--- src/rtl/ram2p_pkg.sv ---
// ram2p_pkg: shared types and defaults for the ram2p port-A arbiter
package ram2p_pkg;
  localparam int AWID_DEF = 8;
  localparam int DWID_DEF = 16;
  localparam int RID_W = 1;
  typedef enum logic [1:0] {IDLE, OWN0, OWN1} arb_state_e;
  typedef struct packed {
    logic             vld;
    logic [RID_W-1:0] id;
  } rtag_t;
endpackage

--- src/rtl/ram2p_arb_tagq.sv ---
// ram2p_arb_tagq: fixed-depth delay line carrying read-return tags
module ram2p_arb_tagq #(
  parameter int DEPTH = 2,
  parameter int W = 2
) (
  input  logic         clk,
  input  logic         rst,
  input  logic [W-1:0] d_i,
  output logic [W-1:0] q_o
);
  logic [W-1:0] pipe_q [DEPTH];
  // shift one stage per cycle; reset drops every in-flight tag
  always_ff @(posedge clk) begin
    if (rst) begin
      pipe_q <= '{default: '0};
    end else begin
      pipe_q[0] <= d_i;
      for (int i = 1; i < DEPTH; i++) pipe_q[i] <= pipe_q[i-1];
    end
  end
  assign q_o = pipe_q[DEPTH-1];
endmodule

--- src/rtl/ram2p_arb.sv ---
// ram2p_arb: round-robin, burst-limited arbiter sharing ram2p port A between two requesters
module ram2p_arb
  import ram2p_pkg::*;
#(
  parameter int AWID = AWID_DEF,
  parameter int DWID = DWID_DEF,
  parameter int MAX_BURST = 4,
  parameter int RD_LAT = 1
) (
  input  logic            clk,
  input  logic            rst,
  input  logic            i_vld0,
  input  logic            i_vld1,
  input  logic            i_we0,
  input  logic            i_we1,
  input  logic [AWID-1:0] i_addr0,
  input  logic [AWID-1:0] i_addr1,
  input  logic [DWID-1:0] i_dat0,
  input  logic [DWID-1:0] i_dat1,
  output logic            o_rdy0,
  output logic            o_rdy1,
  output logic            o_rvld0,
  output logic            o_rvld1,
  output logic [DWID-1:0] o_rdat0,
  output logic [DWID-1:0] o_rdat1,
  output logic            o_ram_we,
  output logic [AWID-1:0] o_ram_addr,
  output logic [DWID-1:0] o_ram_dat,
  input  logic [DWID-1:0] i_ram_dat
);
  localparam int CW = $clog2(MAX_BURST + 1);
  arb_state_e state_q, state_d;
  logic [CW-1:0] cnt_q, cnt_d;
  logic last_q, last_d;
  logic full, win, acc, sel_we;
  logic [AWID-1:0] sel_addr, ram_addr_q;
  logic [DWID-1:0] sel_dat, ram_dat_q, rdat0_q, rdat1_q;
  logic ram_we_q, rvld0_q, rvld1_q;
  rtag_t tag_in, tag_out;

  assign full = cnt_q >= CW'(MAX_BURST);
  assign sel_we = win ? i_we1 : i_we0;
  assign sel_addr = win ? i_addr1 : i_addr0;
  assign sel_dat = win ? i_dat1 : i_dat0;
  assign tag_in = '{vld: acc && !sel_we, id: win};

  // grant decision (win=1 means requester 1) and FSM/burst/pointer next state
  always_comb begin
    win = state_q == OWN0 ? (!i_vld0 || (full && i_vld1)) :
          state_q == OWN1 ? (i_vld1 && !(full && i_vld0)) :
          (i_vld0 && i_vld1) ? !last_q : i_vld1;
    o_rdy0 = !rst && i_vld0 && !win;
    o_rdy1 = !rst && i_vld1 && win;
    acc = o_rdy0 || o_rdy1;
    state_d = !acc ? IDLE : win ? OWN1 : OWN0;
    cnt_d = !acc ? '0 :
            state_q == (win ? OWN1 : OWN0) ? (full ? cnt_q : cnt_q + 1'b1) : CW'(1);
    last_d = acc ? win : last_q;
  end

  // FSM, burst counter, RAM command register and read-return steering
  always_ff @(posedge clk) begin
    if (rst) begin
      state_q <= IDLE;
      cnt_q <= '0;
      last_q <= 1'b1;
      ram_we_q <= 1'b0;
      ram_addr_q <= '0;
      ram_dat_q <= '0;
      rvld0_q <= 1'b0;
      rvld1_q <= 1'b0;
      rdat0_q <= '0;
      rdat1_q <= '0;
    end else begin
      state_q <= state_d;
      cnt_q <= cnt_d;
      last_q <= last_d;
      ram_we_q <= acc && sel_we;
      if (acc) ram_addr_q <= sel_addr;
      if (acc) ram_dat_q <= sel_dat;
      rvld0_q <= tag_out.vld && !tag_out.id[0];
      rvld1_q <= tag_out.vld && tag_out.id[0];
      if (tag_out.vld && !tag_out.id[0]) rdat0_q <= i_ram_dat;
      if (tag_out.vld && tag_out.id[0]) rdat1_q <= i_ram_dat;
    end
  end

  ram2p_arb_tagq #(.DEPTH(RD_LAT + 1), .W($bits(rtag_t))) u_tagq (
    .clk(clk),
    .rst(rst),
    .d_i(tag_in),
    .q_o(tag_out)
  );

  assign o_ram_we = ram_we_q && !rst;
  assign o_ram_addr = ram_addr_q;
  assign o_ram_dat = ram_dat_q;
  assign o_rvld0 = rvld0_q;
  assign o_rvld1 = rvld1_q;
  assign o_rdat0 = rdat0_q;
  assign o_rdat1 = rdat1_q;
endmodule

--- config.mk ---
export PLATFORM = sky130hd
export DESIGN_NAME = ram2p_arb
export DESIGN_NICKNAME = d
export VERILOG_FILES = /design/src/rtl/ram2p_pkg.sv /design/src/rtl/ram2p_arb_tagq.sv /design/src/rtl/ram2p_arb.sv
export SDC_FILE = /design/constraint.sdc
export NUM_CORES = 1
export LEC_CHECK = 0
export ABC_AREA = 1
export ABC_CLOCK_PERIOD_IN_PS = 2900
export BUFFER_PORTS_ARGS = -buffer_cell sky130_fd_sc_hd__buf_4
export CAP_MARGIN = 30
export CELL_PAD_IN_SITES_DETAIL_PLACEMENT = 2
export CELL_PAD_IN_SITES_GLOBAL_PLACEMENT = 2
export CORE_MARGIN = 2
export CORE_UTILIZATION = 26
export CTS_CLUSTER_DIAMETER = 30
export DETAILED_ROUTE_END_ITERATION = 16
export PLACE_DENSITY_LB_ADDON = 0.2
export SYNTH_ARGS = -nofsm -noshare
export SYNTH_HDL_FRONTEND = slang
export SYNTH_HIERARCHICAL = 1
export SYNTH_SLANG_ARGS = --single-unit
--- constraint.sdc ---
create_clock -name clk -period 2.9 [get_ports clk]
set_input_delay 0.58 -clock clk [delete_from_list [all_inputs] [get_ports clk]]
set_output_delay 0.58 -clock clk [all_outputs]
set_load 0.01 [all_outputs]
==> results of run 1 <==
-- power by group through the flow --
| stage | combinational, µW | clock [µW] | sequential (µW) |
|---|---|---|---|
| 2_1_floorplan | 264 | 0 | 1080 |
| 5_1_grt | 544 | 1310 | 1050 |
| 3_3_place_gp | 471 | 0 | 1060 |
| 4_1_cts | 490 | 1280 | 1040 |
| 6_report | 476 | 1240 | 1040 |
| 3_5_place_dp | 488 | 0 | 1060 |
-- Yosys cell counts, drive strengths merged --
library cell    n  area, µm²
buf            11        113
a21oi           5       25.0
nand3          12       70.1
inv            44        170
ha              2       25.0
nor2          119        449
clkbuf         10       37.5
and2            1       6.26
a31oi           1       6.26
clkinv          1       3.75
dfxtp          69       1380
nand2         130        556
nand3b          1       7.51
o21ai          36        191
-- sequential cells by signal, summed over array words and instances (netlist names) --
register,cells
o_rdat1,16
u_tagq/pipe_q,2
ram_we_q,1
o_rvld1,1
cnt_q,3
o_rdat0,16
state_q,2
o_ram_dat,16
last_q,1
u_tagq/q_o,2
o_ram_addr,8
o_rvld0,1
-- critical path, stage by stage (launching register included) --
cell and delay (ns):
dfxtp_1 0.45, inv_2 0.09, o21ai_4 0.29, nand2_2 0.25, nand2_4 0.18, inv_1 0.05, buf_4 0.14
-- routing by layer --
layer	track usage (%)	vias to the layer above	part of all wire, %
li1	-	1575	-
met1	19.7	1474	43
met2	28.2	79	50
met3	3.89	12	4.9
met4	6.34	0	1.6
met5	0	-	0
-- cell families (layout without fill, tap and decap cells) --
| family | after synthesis | after routing |
|---|---|---|
| AND/OR/NAND/NOR | 263 | 263 |
| flip-flops | 69 | 69 |
| buffers and inverters | 66 | 195 |
| AO/OA/AOI/OAI | 42 | 42 |
| adder cells (fa/ha/maj) | 2 | 2 |
-- cell type report --
type / count / share of cell area, %
well taps: 143 / 4.06
repair buffers: 134 / 22.8
multi-input cells: 307 / 30.3
inverters: 45 / 3.95
clock buffers: 9 / 5.11
clock inverters: 7 / 2.39
flip-flops and latches: 69 / 31.3
-- through the flow --
stage / cell area, µm² / power [µW] / cells / worst slack (ns) / hold WS, ns
after detailed placement: 4080 / 1550 / 698 / 0.661 / 0.413
after CTS: 4410 / 2810 / 714 / 0.524 / 0.421
after global routing: 4410 / 2900 / 714 / 0.390 / 0.443
after floorplan: 3040 / 1340 / 442 / 1.05 / 0.388
after global placement: 4080 / 1530 / 698 / 0.731 / 0.394
final: 4410 / 2750 / 714 / 0.539 / 0.419
-- worst max-delay path by stage --
stage,endpoint,depth (start not counted),start
2_1_floorplan,o_rdy0,9,i_vld0
3_3_place_gp,o_rdy0,10,i_vld0
3_5_place_dp,o_rdy0,10,i_vld0
4_1_cts,o_rdy0,6,cnt_q[2]
5_1_grt,o_rdy0,6,cnt_q[2]
6_report,o_rdy0,6,cnt_q[2]
==> impl_metrics.csv, run 1 <==
group,metric,value,unit
synthesis,ys_types,24,
timing,finalSetupTns,0,ns
critical_path,crit_type,"reg -> out",
synthesis,synth_xor_area_share,0,%
clock_network,clockBufferDepth,2,
final_layout,seqCellArea,1380,µm²
floorplan,core,11400,µm²
clock_network,clk_pin_slew,0.07,ns
synthesis,synth.avg_cell_area,6.88,µm²
grt,grt_pass1_vias,3288,
timing,clock_skew,0.0135,ns
critical_path,r2r_slack,0.98,ns
synthesis,yosys.area_share.adder,0.823,%
clock_network,ctsHoldBuffers,0,
clock_network,cts_resized,0,
timing,finalSetupViolCount,0,
timing,finalCritPeriodShare,81.4,%
clock_network,htreeDepth,3,
power_and_ir_drop,p_leak,0.00228,µW
timing,rsz0062_at_grt,"no",
min_path,min_to,"u_tagq/q_o[1]",
power_and_ir_drop,intPower,1990,µW
flow_run,cap_violations,0,
status,status,"finished clean",
final_layout,final_util,38.6,%
critical_path,critPathCaptureType,"primary output",
clock_network,cts_tree,"yes",
critical_path,cp_max_fo,10,
timing,relSlewSlack,57.1,%
grt,antenna_found_initial,0,
synthesis,yosysSeqAreaShare,45.4,%
drt,antenna_left,0,
power_and_ir_drop,p_seq_share,37.8,%
critical_path,worstRegToRegCells,12,
power_and_ir_drop,power_switching_share,27.9,%
clock_network,cts_num_sinks,69,
drt,routed_wl,10000,µm
power_and_ir_drop,p_sw,768,µW
grt,grt_overflow,0,
power_and_ir_drop,irDropWorstVdd,0.266,mV
critical_path,arrival,1.78,ns
synthesis,synthCells,442,
timing,fmax,423,MHz
drt,drc,0,
grt,grt_pass1_wl,16300,µm
clock_network,clk_latency,0.34,ns
final_layout,fin_nets,638,
power_and_ir_drop,power.share.clock,44.9,%
synthesis,yosys_warnings,6,
drt,num_vias,3140,
synthesis,muxShareOfSynthArea,0,%
final_layout,insertedDiodeCount,0,
synthesis,yosys.area_share.simple,35.8,%
clock_network,post_cts_buffers,0,
critical_path,startpoint_type,"flop",
final_layout,synthToLayoutAreaGrowth,44.9,%
min_path,worstHoldStart,"u_tagq/pipe_q[3]",
grt,grt_util_all_layers,16.3,%
drt,drt-pass1-iter-count,4,
placement,numPortBuffers,130,
critical_path,worstReg2RegStart,"cnt_q[2]",
clock_network,clock-root-buffer,"clkbuf_16",
timing,worst_slew_pin_slew,0.642,ns
power_and_ir_drop,pwr-share-comb,17.3,%
final_layout,fillCellCount,1368,
placement,hpwlAfterDp,7420,µm
floorplan,io_pins,131,
critical_path,worstReg2RegEnd,"o_ram_addr[5]",
floorplan,design.die.area,12600,µm²
critical_path,cp.required,2.32,ns
grt,grt_max_degree,52,
drt,wl_per_cell,14.0,µm
min_path,min_path_cells,2,
synthesis,syn_nets,514,
power_and_ir_drop,p_per_area,625,nW/µm²
drt,via_per_inst,4.40,
synthesis,ys_seq_elements,69,
floorplan,core.rowCount,39,
timing,min_period,2.36,ns
min_path,hold_class,"reg -> reg",
final_layout,multiInputGateArea,1340,µm²
final_layout,layout_common_cells,"buf_4 (134), nor2_1 (118), nand2_1 (107), dfxtp_1 (69), inv_1 (42)",
clock_network,cts_made_buffers,9,
final_layout,final_common_cell,"buf_4",
timing,hold_viol_final,0,
synthesis,syn_area,3040,µm²
floorplan,start_util,26.6,%
floorplan,die_h,112,µm
drt,drtIter0Drc,58,
synthesis,synth_compound_area_share,7.32,%
floorplan,die_width,112,µm
final_layout,layout-drive-gt1-share,31.3,%
timing,drv_slew,0,
placement,gp_congestion,0.730,
synthesis,synth_top_family_by_area,"simple AND/OR/NAND/NOR gates",
No activity file was read; power rests on OpenSTA's default activity.
==> run 2: changes to the inputs <==
ABC_CLOCK_PERIOD_IN_PS = 2100   (was 2900)
CORE_UTILIZATION = 22   (was 26)
clock period = 2.1 ns   (was 2.9 ns; I/O delays follow)
==> impl_metrics.csv, run 2 (synthesis results as in run 1) <==
group,metric,value,unit
timing,min_period,1.91,ns
floorplan,design.die.area,14800,µm²
floorplan,die_h,122,µm
clock_network,ctsHoldBuffers,0,
floorplan,io_pins,131,
final_layout,final_common_cell,"buf_4",
placement,dp_slack,0.133,ns
flow_run,cap_violations,0,
clock_network,cts_num_sinks,69,
drt,routed_wl,9920,µm
critical_path,startpoint_type,"flop",
timing,whs,0.305,ns
floorplan,start_util,22.8,%
grt,grt_max_degree,41,
placement,numPortBuffers,130,
grt,grt_util_all_layers,13.7,%
grt,grt_pass1_vias,3215,
clock_network,clock-root-buffer,"clkbuf_16",
placement,gp_congestion,0.734,
critical_path,crit_type,"reg -> out",
timing,drv_slew,0,
clock_network,cts_tree,"yes",
drt,drtIter0Drc,130,
clock_network,htreeDepth,3,
power_and_ir_drop,p_leak,0.00230,µW
critical_path,cp.required,1.68,ns
timing,hold_viol_final,0,
final_layout,final_util,33.6,%
min_path,hold_class,"in -> reg",
critical_path,critPathCaptureType,"primary output",
timing,fmax,522,MHz
grt,grt_overflow,0,
grt,antenna_found_initial,0,
timing,rsz0062_at_grt,"no",
clock_network,clockBufferDepth,2,
placement,hpwlAfterDp,7470,µm
critical_path,cp_max_fo,9,
floorplan,die_width,122,µm
critical_path,cp_cell_sequence,"nand2_1, inv_1, nand2_1, nand3_2, nand2_4, nand3_2, inv_1, buf_4",
floorplan,core,13300,µm²
drt,wl_per_cell,13.2,µm
critical_path,slowest_stage,"dfxtp_2",
timing,finalSetupViolCount,0,
clock_network,cts_made_buffers,9,
timing,finalCritPeriodShare,91.1,%
final_layout,layout_common_cells,"buf_4 (138), nor2_1 (118), nand2_1 (107), dfxtp_1 (68), inv_1 (42)",
critical_path,cp_top_family,"simple AND/OR/NAND/NOR gates",
clock_network,clk_latency,0.33,ns
drt,drc,0,
drt,num_vias,3163,
critical_path,critPathMaxStageDelay,0.35,ns
floorplan,core.rowCount,42,
critical_path,crit_buf_inv,3,
status,status,"finished clean",
final_layout,insertedDiodeCount,0,
grt,grt_pass1_wl,15700,µm
final_layout,synthToLayoutAreaGrowth,47.5,%
final_layout,fin_nets,643,
timing,setup_slack,0.186,ns
clock_network,clk_pin_slew,0.06,ns
critical_path,arrival,1.49,ns
drt,antenna_left,0,
timing,finalSetupTns,0,ns
timing,worst_slew_pin_slew,0.547,ns
drt,via_per_inst,4.21,
power_and_ir_drop,p_per_area,819,nW/µm²
timing,relSlewSlack,63.5,%
timing,clock_skew,0.00729,ns
power_and_ir_drop,irDropWorstVdd,0.355,mV
final_layout,layout-drive-gt1-share,32.1,%
drt,drt-pass1-iter-count,4,
==> run 2: worst paths after layout <==
| kind | start | to | slack (ns) | depth (start not counted) |
|---|---|---|---|---|
| worst max-delay path | cnt_q[2] | o_rdy1 | 0.19 | 8 |
| worst min-delay path | rst | u_tagq/pipe_q[3] | 0.31 | 2 |
| worst min register to register | u_tagq/pipe_q[2] | u_tagq/q_o[0] | 0.40 | 2 |
| worst max register to register | state_q[1] | o_ram_addr[6] | 0.36 | 11 |
==> run 2: report_power, final <==
part	internal (µW)	switching (µW)
Clock	984	581
Combinational	303	369
Sequential	1390	44.3
==> run 2: what timing repair did <==
item,4_1_cts,5_1_grt
gates resized for setup,0,2
pin swaps,1,0
buffers inserted,2,0
setup endpoints to repair,1,1
==> run 2: area by class of cell <==
class	instances	area, µm²
repair buffers	139	1060
multi-input cells	307	1340
clock buffers	11	253
well taps	176	220
flip-flops and latches	69	1380
clock inverters	5	58.8
fillers	1607	8860
inverters	45	174
==> run 2: routing by layer <==
layer | GRT usage, % | share of wire (%)
met1 | 17.0 | 45
met2 | 23.0 | 48
met3 | 3.04 | 5.5
met4 | 5.82 | 1.4
met5 | 0 | 0
==> run 2: through the flow <==
stage	area (µm²)	instances	total power, µW
detailed placement	4150	734	2160
floorplan	3040	442	1850
CTS	4480	752	3760
global route	4490	752	3910
global placement	4150	734	2130
finish	4490	752	3670
